**src/rtl/prospect_car_queue_if.sv**
```systemverilog
// Bundle between the Prospect Ave loop detector / light source and the car queue.
// master drives the sensor and light code; slave (the queue) returns status and pulses.
interface prospect_car_queue_if #(
  parameter int unsigned CNT_W = 4
);
  logic             sensor_raw;
  logic [2:0]       light_pros;
  logic             car_present;
  logic [CNT_W-1:0] car_count;
  logic             arrive_pulse;
  logic             depart_pulse;
  logic             overflow;
  logic             light_err;

  modport master (
    output sensor_raw, light_pros,
    input  car_present, car_count, arrive_pulse, depart_pulse, overflow, light_err
  );

  modport slave (
    input  sensor_raw, light_pros,
    output car_present, car_count, arrive_pulse, depart_pulse, overflow, light_err
  );
endinterface

```
**src/rtl/prospect_car_queue.sv**
```systemverilog
// Prospect Ave car queue: debounces the loop detector, counts arrivals and paced
// departures on green, and reports queue state and illegal light codes.
module prospect_car_queue #(
  parameter int unsigned DEBOUNCE_CYCLES = 4,
  parameter int unsigned DEPART_CYCLES   = 8,
  parameter int unsigned MAX_CARS        = 15,
  parameter int unsigned CNT_W           = 4
) (
  input logic                 clk,
  input logic                 rst,
  prospect_car_queue_if.slave bus
);
  localparam int unsigned DW = $clog2(DEBOUNCE_CYCLES + 1);
  localparam int unsigned PW = (DEPART_CYCLES > 1) ? $clog2(DEPART_CYCLES) : 1;

  localparam logic [2:0] LightRed = 3'b001;
  localparam logic [2:0] LightYlw = 3'b010;
  localparam logic [2:0] LightGrn = 3'b100;

  typedef enum logic [1:0] {StIdle, StRiseChk, StOccupied, StFallChk} deb_state_e;

  deb_state_e       state_q;
  logic [DW-1:0]    dcnt_q;
  logic [PW-1:0]    pcnt_q;
  logic             s_meta_q, s_sync_q;
  logic [CNT_W-1:0] count_q;
  logic             arrive_q, depart_q, overflow_q, light_err_q;

  always_ff @(posedge clk) begin
    if (!rst) begin
      state_q     <= StIdle;
      dcnt_q      <= '0;
      pcnt_q      <= '0;
      s_meta_q    <= 1'b0;
      s_sync_q    <= 1'b0;
      count_q     <= '0;
      arrive_q    <= 1'b0;
      depart_q    <= 1'b0;
      overflow_q  <= 1'b0;
      light_err_q <= 1'b0;
    end else begin
      s_meta_q <= bus.sensor_raw;
      s_sync_q <= s_meta_q;

      // The edge that would make dcnt reach DEBOUNCE_CYCLES commits the new level.
      arrive_q <= 1'b0;
      unique case (state_q)
        StIdle: begin
          if (s_sync_q) begin
            state_q <= StRiseChk;
            dcnt_q  <= DW'(1);
          end
        end
        StRiseChk: begin
          if (!s_sync_q) begin
            state_q <= StIdle;
          end else if (dcnt_q == DW'(DEBOUNCE_CYCLES - 1)) begin
            state_q  <= StOccupied;
            arrive_q <= 1'b1;
          end else begin
            dcnt_q <= dcnt_q + DW'(1);
          end
        end
        StOccupied: begin
          if (!s_sync_q) begin
            state_q <= StFallChk;
            dcnt_q  <= DW'(1);
          end
        end
        StFallChk: begin
          if (s_sync_q) begin
            state_q <= StOccupied;
          end else if (dcnt_q == DW'(DEBOUNCE_CYCLES - 1)) begin
            state_q <= StIdle;
          end else begin
            dcnt_q <= dcnt_q + DW'(1);
          end
        end
      endcase

      depart_q <= 1'b0;
      if (bus.light_pros == LightGrn && count_q != '0) begin
        if (pcnt_q == PW'(DEPART_CYCLES - 1)) begin
          depart_q <= 1'b1;
          pcnt_q   <= '0;
        end else begin
          pcnt_q <= pcnt_q + PW'(1);
        end
      end else begin
        pcnt_q <= '0;
      end

      // Count follows the pulses one cycle later; simultaneous events cancel.
      if (arrive_q && !depart_q) begin
        if (count_q == CNT_W'(MAX_CARS)) begin
          overflow_q <= 1'b1;
        end else begin
          count_q <= count_q + CNT_W'(1);
        end
      end else if (depart_q && !arrive_q) begin
        count_q <= count_q - CNT_W'(1);
      end

      light_err_q <= !(bus.light_pros inside {LightRed, LightYlw, LightGrn});
    end
  end

  assign bus.car_present  = (count_q != '0);
  assign bus.car_count    = count_q;
  assign bus.arrive_pulse = arrive_q;
  assign bus.depart_pulse = depart_q;
  assign bus.overflow     = overflow_q;
  assign bus.light_err    = light_err_q;
endmodule
```
**src/flat_wrapper.sv**
```systemverilog
// flat-port wrapper written by rule: the top's interface ports become plain ports
module prospect_car_queue_flat 
#(
  parameter int unsigned DEBOUNCE_CYCLES = 4,
  parameter int unsigned DEPART_CYCLES   = 8,
  parameter int unsigned MAX_CARS        = 15,
  parameter int unsigned CNT_W           = 4
)
  (clk, rst, bus_sensor_raw, bus_light_pros, bus_car_present, bus_car_count, bus_arrive_pulse, bus_depart_pulse, bus_overflow, bus_light_err);
  prospect_car_queue_if #(.CNT_W(CNT_W)) bus_i ();
  input logic clk;
  input logic rst;
  input wire logic [$bits(bus_i.sensor_raw)-1:0] bus_sensor_raw;
  input wire logic [$bits(bus_i.light_pros)-1:0] bus_light_pros;
  output wire logic [$bits(bus_i.car_present)-1:0] bus_car_present;
  output wire logic [$bits(bus_i.car_count)-1:0] bus_car_count;
  output wire logic [$bits(bus_i.arrive_pulse)-1:0] bus_arrive_pulse;
  output wire logic [$bits(bus_i.depart_pulse)-1:0] bus_depart_pulse;
  output wire logic [$bits(bus_i.overflow)-1:0] bus_overflow;
  output wire logic [$bits(bus_i.light_err)-1:0] bus_light_err;
  assign bus_i.sensor_raw = bus_sensor_raw;
  assign bus_i.light_pros = bus_light_pros;
  assign bus_car_present = bus_i.car_present;
  assign bus_car_count = bus_i.car_count;
  assign bus_arrive_pulse = bus_i.arrive_pulse;
  assign bus_depart_pulse = bus_i.depart_pulse;
  assign bus_overflow = bus_i.overflow;
  assign bus_light_err = bus_i.light_err;
  prospect_car_queue #(.DEBOUNCE_CYCLES(DEBOUNCE_CYCLES), .DEPART_CYCLES(DEPART_CYCLES), .MAX_CARS(MAX_CARS), .CNT_W(CNT_W)) u_core (.clk(clk), .rst(rst), .bus(bus_i));
endmodule
```
**config.mk**
```make
export PLATFORM = sky130hd
export DESIGN_NAME = prospect_car_queue_flat
export DESIGN_NICKNAME = d
export VERILOG_FILES = /design/src/rtl/prospect_car_queue_if.sv /design/src/rtl/prospect_car_queue.sv /design/src/flat_wrapper.sv
export SDC_FILE = /design/constraint.sdc
export NUM_CORES = 1
export LEC_CHECK = 0
export BUFFER_PORTS_ARGS = -buffer_cell sky130_fd_sc_hd__buf_2
export CORE_MARGIN = 2
export CORE_UTILIZATION = 46
export DETAILED_ROUTE_END_ITERATION = 6
export PLACE_DENSITY = 0.71
export SLEW_MARGIN = 20
export SYNTH_ARGS = -nofsm -noshare
export SYNTH_HDL_FRONTEND = slang
export SYNTH_SLANG_ARGS = --single-unit
```
**constraint.sdc**
```tcl
create_clock -name clk -period 1.7 [get_ports clk]
set_clock_uncertainty 0.15 [all_clocks]
set_input_delay 0.34 -clock clk [delete_from_list [all_inputs] [get_ports clk]]
set_output_delay 0.34 -clock clk [all_outputs]
set_load 0.1 [all_outputs]
```
==> results.toml, run 1 <==
[outcome]
outcome = "complete, but fails checks"
violations = "setup timing"

[grt]
grt_use_met3 = 0.0240
overflow = 0
antenna_found_initial = 0
busiest_layer = "met2"
grtUsageMet2 = 0.246
grt_max_degree = 11
grt_pass1_vias = 553
grt_util_all_layers = 0.157
met1_usage = 0.183
grt_pass1_wl_um = 2200

[clock_network]
htree_levels = 1
tritoncts = "built"
cts_root_buffer = "clkbuf_4"
clock_path_buffers = 2
hold_buffers = 0
clk_latency_ns = 0.29
clk_pin_slew_ns = 0.10
cts_buffers = 3
numClockSinks = 18

[route]
drcViolationCount = 0
routed_via_density = 5.34
first_pass_iters = 4
drt-initial-drc-count = 6
ant_nets = 0
wl_per_cell_um = 11.8
wl_um = 1470
via_count = 667

[place]
portBuffers = 14
routabilityCongestion = 0.802
place_ws_ns = -0.0222
post-place-cells = 118
dp_hpwl_um = 1010

[setup_path]
cp.required_ns = 1.21
worstPathMaxFanout = 2
worstPathArrival_ns = 1.38
end_kind = "output port"
worst_setup_path_start_kind = "register"
critPathKind = "register to output port"
r2r_start = "u_core.bus.arrive_pulse"
cp-startpoint = "u_core.bus.car_count[2]"

[sta]
setup_ws_ns = -0.172
setup_viol = 1
worstMarginPinSlew_ns = 0.483
post-route-period-util = 1.10
rsz0062_at_grt = "yes"
finalCriticalPeriod_ns = 1.87
fmax_ghz = 0.534
hold_viol = 0
holdWs_ns = 0.0966
max-slew-margin-rel = 0.680
slew_violations = 0

[cells_and_area]
layoutNonFillerInstCount = 125
antenna_cells = 0
seqCellArea_um2 = 383
multi_input_area_um2 = 485
final_util = 0.697
fillers = 130
syn2layout_area_growth_pct = 38.6
final_layout_size_suffix_gt1_frac = 0.422
finalNetCount = 123

[logic_synthesis]
yosysSeqAreaShare = 0.459
syn_nets = 96
synth_cell_types = 23
syn_inst = 83
ys_warn_count = 0
synth_area_um2 = 785
yosys_register_bits = 18
avgSynthCellArea_um2 = 9.45

[min_path]
hold_class = "input pin to register"
min_from = "bus_sensor_raw"

[floorplanning]
die_x_um = 45.3
coreArea_mm2 = 0.00156
num_io_pins = 15
die_h_um = 45.3
row_count = 14
fp.dieArea_mm2 = 0.00205
initial_core_util = 0.503

[pwr]
power.leakage_nw = 0.484
ir_drop_uv = 772
pwr_density_cell_mw_per_mm2 = 665

[job]
cap_violations = 0
## cell usage after synthesis
library cell / number / area (um2)
mux2i_1: 3 / 30.0
nand2b_1: 1 / 6.26
mux2_2: 1 / 11.3
nand3_1: 2 / 10.0
fa_1: 1 / 20.0
inv_1: 3 / 11.3
nand4_2: 1 / 12.5
clkinv_1: 1 / 3.75
ha_1: 6 / 75.1
nor3_1: 4 / 20.0
nand4b_1: 1 / 8.76
nor2b_1: 2 / 12.5
a31oi_1: 1 / 6.26
nand2_1: 9 / 33.8
and3_1: 1 / 6.26
a21oi_1: 5 / 25.0
or4_4: 1 / 11.3
nor2_2: 1 / 6.26
and2_1: 4 / 25.0
nor2_1: 11 / 41.3
nand4_1: 2 / 12.5
xor2_1: 4 / 35.0
dfxtp_1: 18 / 360
## stage by stage
stage          cell area (um2)  TNS [ns]  power, mW
3_5_place_dp               963   -0.0222      0.476
6_report                  1090    -0.172      0.723
4_1_cts                   1030    -0.180      0.733
3_3_place_gp               963  -0.00359      0.475
5_1_grt                   1090    -0.258      0.747
2_1_floorplan              836    -0.377      0.461
## cell usage in the layout (no fill, tap or decap), types with 4 or more instances in the layout
| cell | Yosys | routed |
|---|---|---|
| dfxtp_4 | 0 | 6 |
| clkbuf_4 | 0 | 4 |
| nor3_1 | 4 | 4 |
| dfxtp_1 | 18 | 12 |
| nand2_1 | 9 | 9 |
| and2_1 | 4 | 4 |
| xor2_1 | 4 | 4 |
| buf_2 | 0 | 11 |
| ha_1 | 6 | 4 |
| buf_4 | 0 | 9 |
| nor2_1 | 11 | 11 |
## state kept, by name (all words and copies together), names as in the netlist, named ones only
signal,flops
u_core.bus.depart_pulse,1
u_core.pcnt_q,3
u_core.dcnt_q,3
u_core.state_q,1
u_core.bus.light_err,1
u_core.bus.arrive_pulse,1
u_core.bus.overflow,1
u_core.bus.car_count,4
u_core.s_meta_q,1
u_core.s_sync_q,1
## worst max-delay path: stages (launching register included)
cell	delay [ns]
dfxtp_4	0.35
or4_4	0.55
buf_8	0.19
## report_power, final
| group | leakage, nW | total (mW) | switching [mW] | internal, mW |
|---|---|---|---|---|
| Clock | 0.0210 | 0.257 | 0.126 | 0.131 |
| Sequential | 0.151 | 0.421 | 0.00349 | 0.418 |
| Combinational | 0.312 | 0.0446 | 0.0314 | 0.0132 |
## what timing repair did
| item | CTS | global route |
|---|---|---|
| pin swaps | 0 | 3 |
| endpoints found under the setup margin | 3 | 4 |
| buffers inserted | 2 | 1 |
| endpoints found under the hold margin | 0 | 0 |
| gates resized for setup | 5 | 9 |
## final cells by class
cell class                      count  area share
Tap cell                           16      0.0184
Timing Repair Buffer               22       0.133
Sequential cell                    18       0.352
Inverter                            4      0.0161
Multi-Input combinational cell     61       0.446
Clock buffer                        4      0.0334
## routing by layer
metal	vias up	wire (um)	part of all wire
met5	-	0	0
met4	0	52	0.035
met3	5	45	0.031
met2	14	729	0.50
met1	311	643	0.44
li1	337	-	-
## path summary, 6_finish.rpt
check | end | slack, ns | depth (start not counted)
worst max-delay path | bus_car_present | -0.17 | 2
worst min-delay path | u_core.s_meta_q | 0.1 | 2
worst max register to register | u_core.bus.car_count[3] | 0.02 | 7
worst min register to register | u_core.pcnt_q[0] | 0.29 | 1
## cell families (layout without fill, tap and decap cells)
kind of cell	after synthesis	in the layout	synth area share
compound gates	6	6	0.0399
buf+inv	4	30	0.0191
mux	4	4	0.0526
fa+ha+maj	7	7	0.121
flops	18	18	0.459
xor+xnor	4	4	0.0447
simple gates	40	40	0.263
No activity file was read; power rests on OpenSTA's default activity.
==> inputs of run 2 (changes only) <==
--- a/config.mk
+++ b/config.mk
@@ -5,11 +5,12 @@
 export SDC_FILE = /design/constraint.sdc
 export NUM_CORES = 1
 export LEC_CHECK = 0
+export ABC_AREA = 1
 export BUFFER_PORTS_ARGS = -buffer_cell sky130_fd_sc_hd__buf_2
 export CORE_MARGIN = 2
-export CORE_UTILIZATION = 46
+export CORE_UTILIZATION = 47
 export DETAILED_ROUTE_END_ITERATION = 6
-export PLACE_DENSITY = 0.71
+export PLACE_DENSITY = 0.72
 export SLEW_MARGIN = 20
 export SYNTH_ARGS = -nofsm -noshare
 export SYNTH_HDL_FRONTEND = slang
==> constraint.sdc (replaced) <==
create_clock -name clk -period 1.6 [get_ports clk]
set_clock_uncertainty 0.15 [all_clocks]
set_input_delay 0.32 -clock clk [delete_from_list [all_inputs] [get_ports clk]]
set_output_delay 0.32 -clock clk [all_outputs]
set_load 0.1 [all_outputs]
==> run 2 against run 1 <==
Against the previous run: hold slack worse by 0.033 ns; routed wire length down 6.3%; setup slack gained 0.22 ns; the flow now finishes without violations; combinational power about the same; first-iteration DRC count stayed put; utilization decreased by 6.9 points; final area is 2.3% lower; area after synthesis rose by 6.4%.
==> results.toml, run 2 <==
[outcome]
outcome = "complete, no violations"

[sta]
setup_viol = 0
fmax_ghz = 0.645
hold_viol = 0
max-slew-margin-rel = 0.675
final.setup.tns_ns = 0
worstMarginPinSlew_ns = 0.491
post-route-period-util = 0.968
slew_violations = 0
finalCriticalPeriod_ns = 1.55
rsz0062_at_grt = "no"

[grt]
grt_use_met3 = 0.0235
grt_pass1_wl_um = 2310
busiest_layer = "met2"
grtUsageMet2 = 0.242
grt_util_all_layers = 0.148
grt_pass1_vias = 585
antenna_found_initial = 0
overflow = 0
met1_usage = 0.195
grt_max_degree = 12

[setup_path]
critical-path-max-stage-delay_ns = 0.42
worstPathArrival_ns = 1.08
critPathKind = "register to output port"
path_cells = "buf_2"
cp.required_ns = 1.13
critical_path.top_delay_family = "buffers and inverters"
crit_buf_inv = 1
reg2regPathDepth = 8
crit_cells = 1
worst_setup_path_start_kind = "register"
crit_path_top_delay_cell = "buf_2"
worstPathMaxFanout = 2
end_kind = "output port"

[cells_and_area]
finalNetCount = 135
largest_reg_flops = 4
syn2layout_area_growth_pct = 27.3
final_layout_size_suffix_gt1_frac = 0.339
final_common_cell = "nor2_1"
seqCellArea_um2 = 383
antenna_cells = 0
fillers = 159
multi_input_area_um2 = 462
final_cell_mix = "15 x nor2_1, 13 x inv_1, 13 x nand2_1"

[route]
wl_per_cell_um = 9.99
via_count = 677
ant_nets = 0
wl_um = 1380
first_pass_iters = 3
drt-initial-drc-count = 6
routed_via_density = 4.91
drcViolationCount = 0

[pwr]
p_total_mw = 0.755
ir_drop_uv = 498
pwr_density_cell_mw_per_mm2 = 711
power.leakage_nw = 0.473

[min_path]
hold_class = "input pin to register"
holdPathStages = 3

[place]
routabilityCongestion = 0.812
dp_hpwl_um = 1140
portBuffers = 14

[clock_network]
post-cts-setup-buffer-count = 0
clk_latency_ns = 0.28
cts_root_buffer = "clkbuf_4"
cts_buffers = 3
hold_buffers = 0
ctsResizeCount = 3
clock_path_buffers = 2
numClockSinks = 18
clk_pin_slew_ns = 0.09
htree_levels = 1
tritoncts = "built"

[floorplanning]
die_h_um = 46.1
coreArea_mm2 = 0.00169
die_x_um = 46.1
fp.dieArea_mm2 = 0.00213
initial_core_util = 0.494
row_count = 15
num_io_pins = 15

[logic_synthesis]
ys.flop_type = "dfxtp_1"
syn_nets = 117
avgSynthCellArea_um2 = 8.02
synthArstFlopShare = 0
syn_inst = 104
yosys_register_bits = 18
yosysTopAreaCell = "dfxtp_1"
synth_cell_types = 23
synth-edff-count = 0
ys_top_cells_by_area = "dfxtp_1 43%, ha_1 9.0%, nor2_1 7.2%"
yosysSeqAreaShare = 0.432
synth.most_common_cell = "dfxtp_1"
synth_area_um2 = 835
ys_warn_count = 0
synth_common_cells = "18 x dfxtp_1, 16 x nor2_1, 14 x inv_1, 14 x nand2_1, 7 x a21oi_1"
yosysTopAreaCellShare = 0.432

[job]
cap_violations = 0
-- run 2: metrics by stage --
stage	std cells	hold WS (ns)	utilization	setup WS, ns	cell area, um2
floorplan	104	0.240	-	-0.0170	905
global placement	134	0.246	0.596	0.175	1010
detailed placement	134	0.252	0.596	0.141	1010
CTS	138	0.0517	0.621	0.000287	1050
global route	138	0.0767	0.629	0.00635	1060
finish	138	0.0641	0.629	0.0507	1060
-- run 2: path summary, 6_finish.rpt --
path,to,startpoint,slack (ns)
setup reg to reg,u_core.bus.car_count[3],u_core.bus.depart_pulse,0.15
hold reg to reg,u_core.s_sync_q,u_core.s_meta_q,0.27
setup / recovery,bus_depart_pulse,u_core.bus.depart_pulse,0.05
hold / removal,u_core.s_meta_q,bus_sensor_raw,0.06
-- run 2: cells by family after synthesis --
kind of cell,synth area share
xor+xnor,0.0105
simple gates,0.255
flops,0.432
fa+ha+maj,0.114
compound gates,0.111
buf+inv,0.0779
-- run 2: final cells by class --
| cell class | count | share of cell area |
|---|---|---|
| multi-input combinational | 69 | 0.435 |
| sequential | 18 | 0.360 |
| timing repair buffer | 14 | 0.0895 |
| inverter | 16 | 0.0612 |
| clock buffer | 4 | 0.0342 |
| tap | 17 | 0.0200 |
-- run 2: layer usage --
metal,vias up,share of wire
met2,11,0.47
met3,0,0.030
met1,296,0.50
li1,370,-
met5,-,0
met4,0,0
-- run 2: power by group --
group          internal [mW]  switching (mW)  total (mW)
registers              0.444         0.00297       0.447
clock network          0.138           0.125       0.263
logic                 0.0120          0.0327      0.0447
==> inputs of run 3 (changes only) <==
--- a/config.mk
+++ b/config.mk
@@ -8,9 +8,9 @@
 export ABC_AREA = 1
 export BUFFER_PORTS_ARGS = -buffer_cell sky130_fd_sc_hd__buf_2
 export CORE_MARGIN = 2
-export CORE_UTILIZATION = 47
+export CORE_UTILIZATION = 50
 export DETAILED_ROUTE_END_ITERATION = 6
-export PLACE_DENSITY = 0.72
+export PLACE_DENSITY = 0.73
 export SLEW_MARGIN = 20
 export SYNTH_ARGS = -nofsm -noshare
 export SYNTH_HDL_FRONTEND = slang
==> constraint.sdc (replaced) <==
create_clock -name clk -period 1.5 [get_ports clk]
set_clock_uncertainty 0.15 [all_clocks]
set_input_delay 0.3 -clock clk [delete_from_list [all_inputs] [get_ports clk]]
set_output_delay 0.3 -clock clk [all_outputs]
set_load 0.1 [all_outputs]
==> run 3 against run 2 <==
Against the previous run: the run now ends with setup timing left; final area is 14% higher; clock-buffer cell count stayed put; hold slack worse by 0.027 ns; global-route usage is 4.8 points higher; power is 9.8% higher; sequential power is 6.7% higher; cell count is 2.9% higher; register-to-register slack worse by 0.09 ns; combinational power is 15% higher; critical path depth is 2 higher.
==> results.toml, run 3 (synthesized netlist as in run 2, its figures left out) <==
[outcome]
outcome = "complete, but fails checks"
violations = "setup timing"

[grt]
grt_pass1_vias = 707
overflow = 0
busiest_layer = "met2"
antenna_found_initial = 0
grt_pass1_wl_um = 2930
grt_max_degree = 12
met1_usage = 0.249
grt_util_all_layers = 0.196
grt_use_met3 = 0.0440
grtUsageMet2 = 0.345

[place]
dp_hpwl_um = 1350
routabilityCongestion = 0.820
place_ws_ns = -0.0279
portBuffers = 14

[floorplanning]
coreArea_mm2 = 0.00154
fp.dieArea_mm2 = 0.00201
row_count = 14
initial_core_util = 0.541
die_h_um = 44.9
die_x_um = 44.9
num_io_pins = 15

[clock_network]
numClockSinks = 18
clock_path_buffers = 2
cts_buffers = 3
clk_pin_slew_ns = 0.11
clk_latency_ns = 0.29
tritoncts = "built"
htree_levels = 1
cts_root_buffer = "clkbuf_4"
hold_buffers = 0

[sta]
slew_violations = 0
final.setup.tns_ns = -0.0237
finalCriticalPeriod_ns = 1.52
post-route-period-util = 1.02
setup_viol = 1
hold_viol = 0
max-slew-margin-rel = 0.800
rsz0062_at_grt = "yes"
fmax_ghz = 0.656
setup_ws_ns = -0.0237
holdWs_ns = 0.0375
worstMarginPinSlew_ns = 0.302

[setup_path]
worst_setup_path_start_kind = "register"
worstPathMaxFanout = 6
critPathKind = "register to output port"
cp.required_ns = 1.05
end_kind = "output port"
worstPathArrival_ns = 1.07

[pwr]
power.leakage_nw = 0.514
p_sw_mw = 0.193
power_frac_comb = 0.062
power_frac_seq = 0.576
p_int_mw = 0.636
ir_drop_uv = 678
power_switching_share = 0.233
pwr-share-clk = 0.362
pwr_density_cell_mw_per_mm2 = 683

[cells_and_area]
final_cell_mix = "14 x nor2_1, 13 x inv_1, 13 x nand2_1"
final_util = 0.787
final_common_cell = "nor2_1"
largest_reg_flops = 4
syn2layout_area_growth_pct = 45.4
finalNetCount = 140
antenna_cells = 0
final_layout_size_suffix_gt1_frac = 0.413
fillers = 109

[route]
wl_um = 1730
wl_per_cell_um = 12.2
via_count = 741
first_pass_iters = 4
drt-initial-drc-count = 19
routed_via_density = 5.22
drcViolationCount = 0
ant_nets = 0

[job]
cap_violations = 0

[min_path]
hold_class = "input pin to register"
==> run 3: worst max-delay path, cell delays in order, from the launching register on <==
cell and delay [ns]:
dfxtp_4 0.39, nor2_4 0.12, nand3_4 0.09, buf_12 0.18
==> run 3: final timing paths <==
check	slack, ns	cells past startpoint	endpoint	startpoint
hold reg to reg	0.27	2	u_core.s_sync_q	u_core.s_meta_q
setup / recovery	-0.02	3	bus_car_present	u_core.bus.car_count[1]
setup reg to reg	0.06	7	u_core.bus.car_count[2]	u_core.bus.depart_pulse
hold / removal	0.04	3	u_core.s_meta_q	bus_sensor_raw
==> run 3: routing by layer <==
layer / share of wire / vias up
met2: 0.51 / 17
met3: 0.035 / 0
li1: - / 380
met1: 0.46 / 344
met5: 0 / -
met4: 0 / 0
==> run 3: cell type report <==
cell class | instances | area, um2 | area share
tap | 16 | 20.0 | 0.0165
inverter | 16 | 65.1 | 0.0536
clock buffer | 4 | 36.3 | 0.0299
sequential | 18 | 384 | 0.316
timing repair buffer | 19 | 230 | 0.190
multi-input combinational | 69 | 478 | 0.394
==> run 3: through the flow <==
step | std cells | total power [mW] | area, um2
floorplan | 104 | 0.522 | 910
global placement | 134 | 0.534 | 1120
detailed placement | 134 | 0.536 | 1120
CTS | 138 | 0.821 | 1170
global route | 142 | 0.856 | 1210
finish | 142 | 0.829 | 1210
==> run 3: power groups by stage <==
stage,clock network (mW),registers [mW],logic [mW]
final,0.300,0.477,0.0515
after global routing,0.320,0.479,0.0573
after CTS,0.295,0.477,0.0493
after detailed placement,0,0.488,0.0488
after global placement,0,0.487,0.0466
after floorplan,0,0.503,0.0191
==> run 3: repair_timing <==
item | 4_1_cts | 5_1_grt
resized for setup | 4 | 7
setup endpoints to repair | 2 | 7
buffers inserted | 0 | 4
pin swaps | 1 | 2
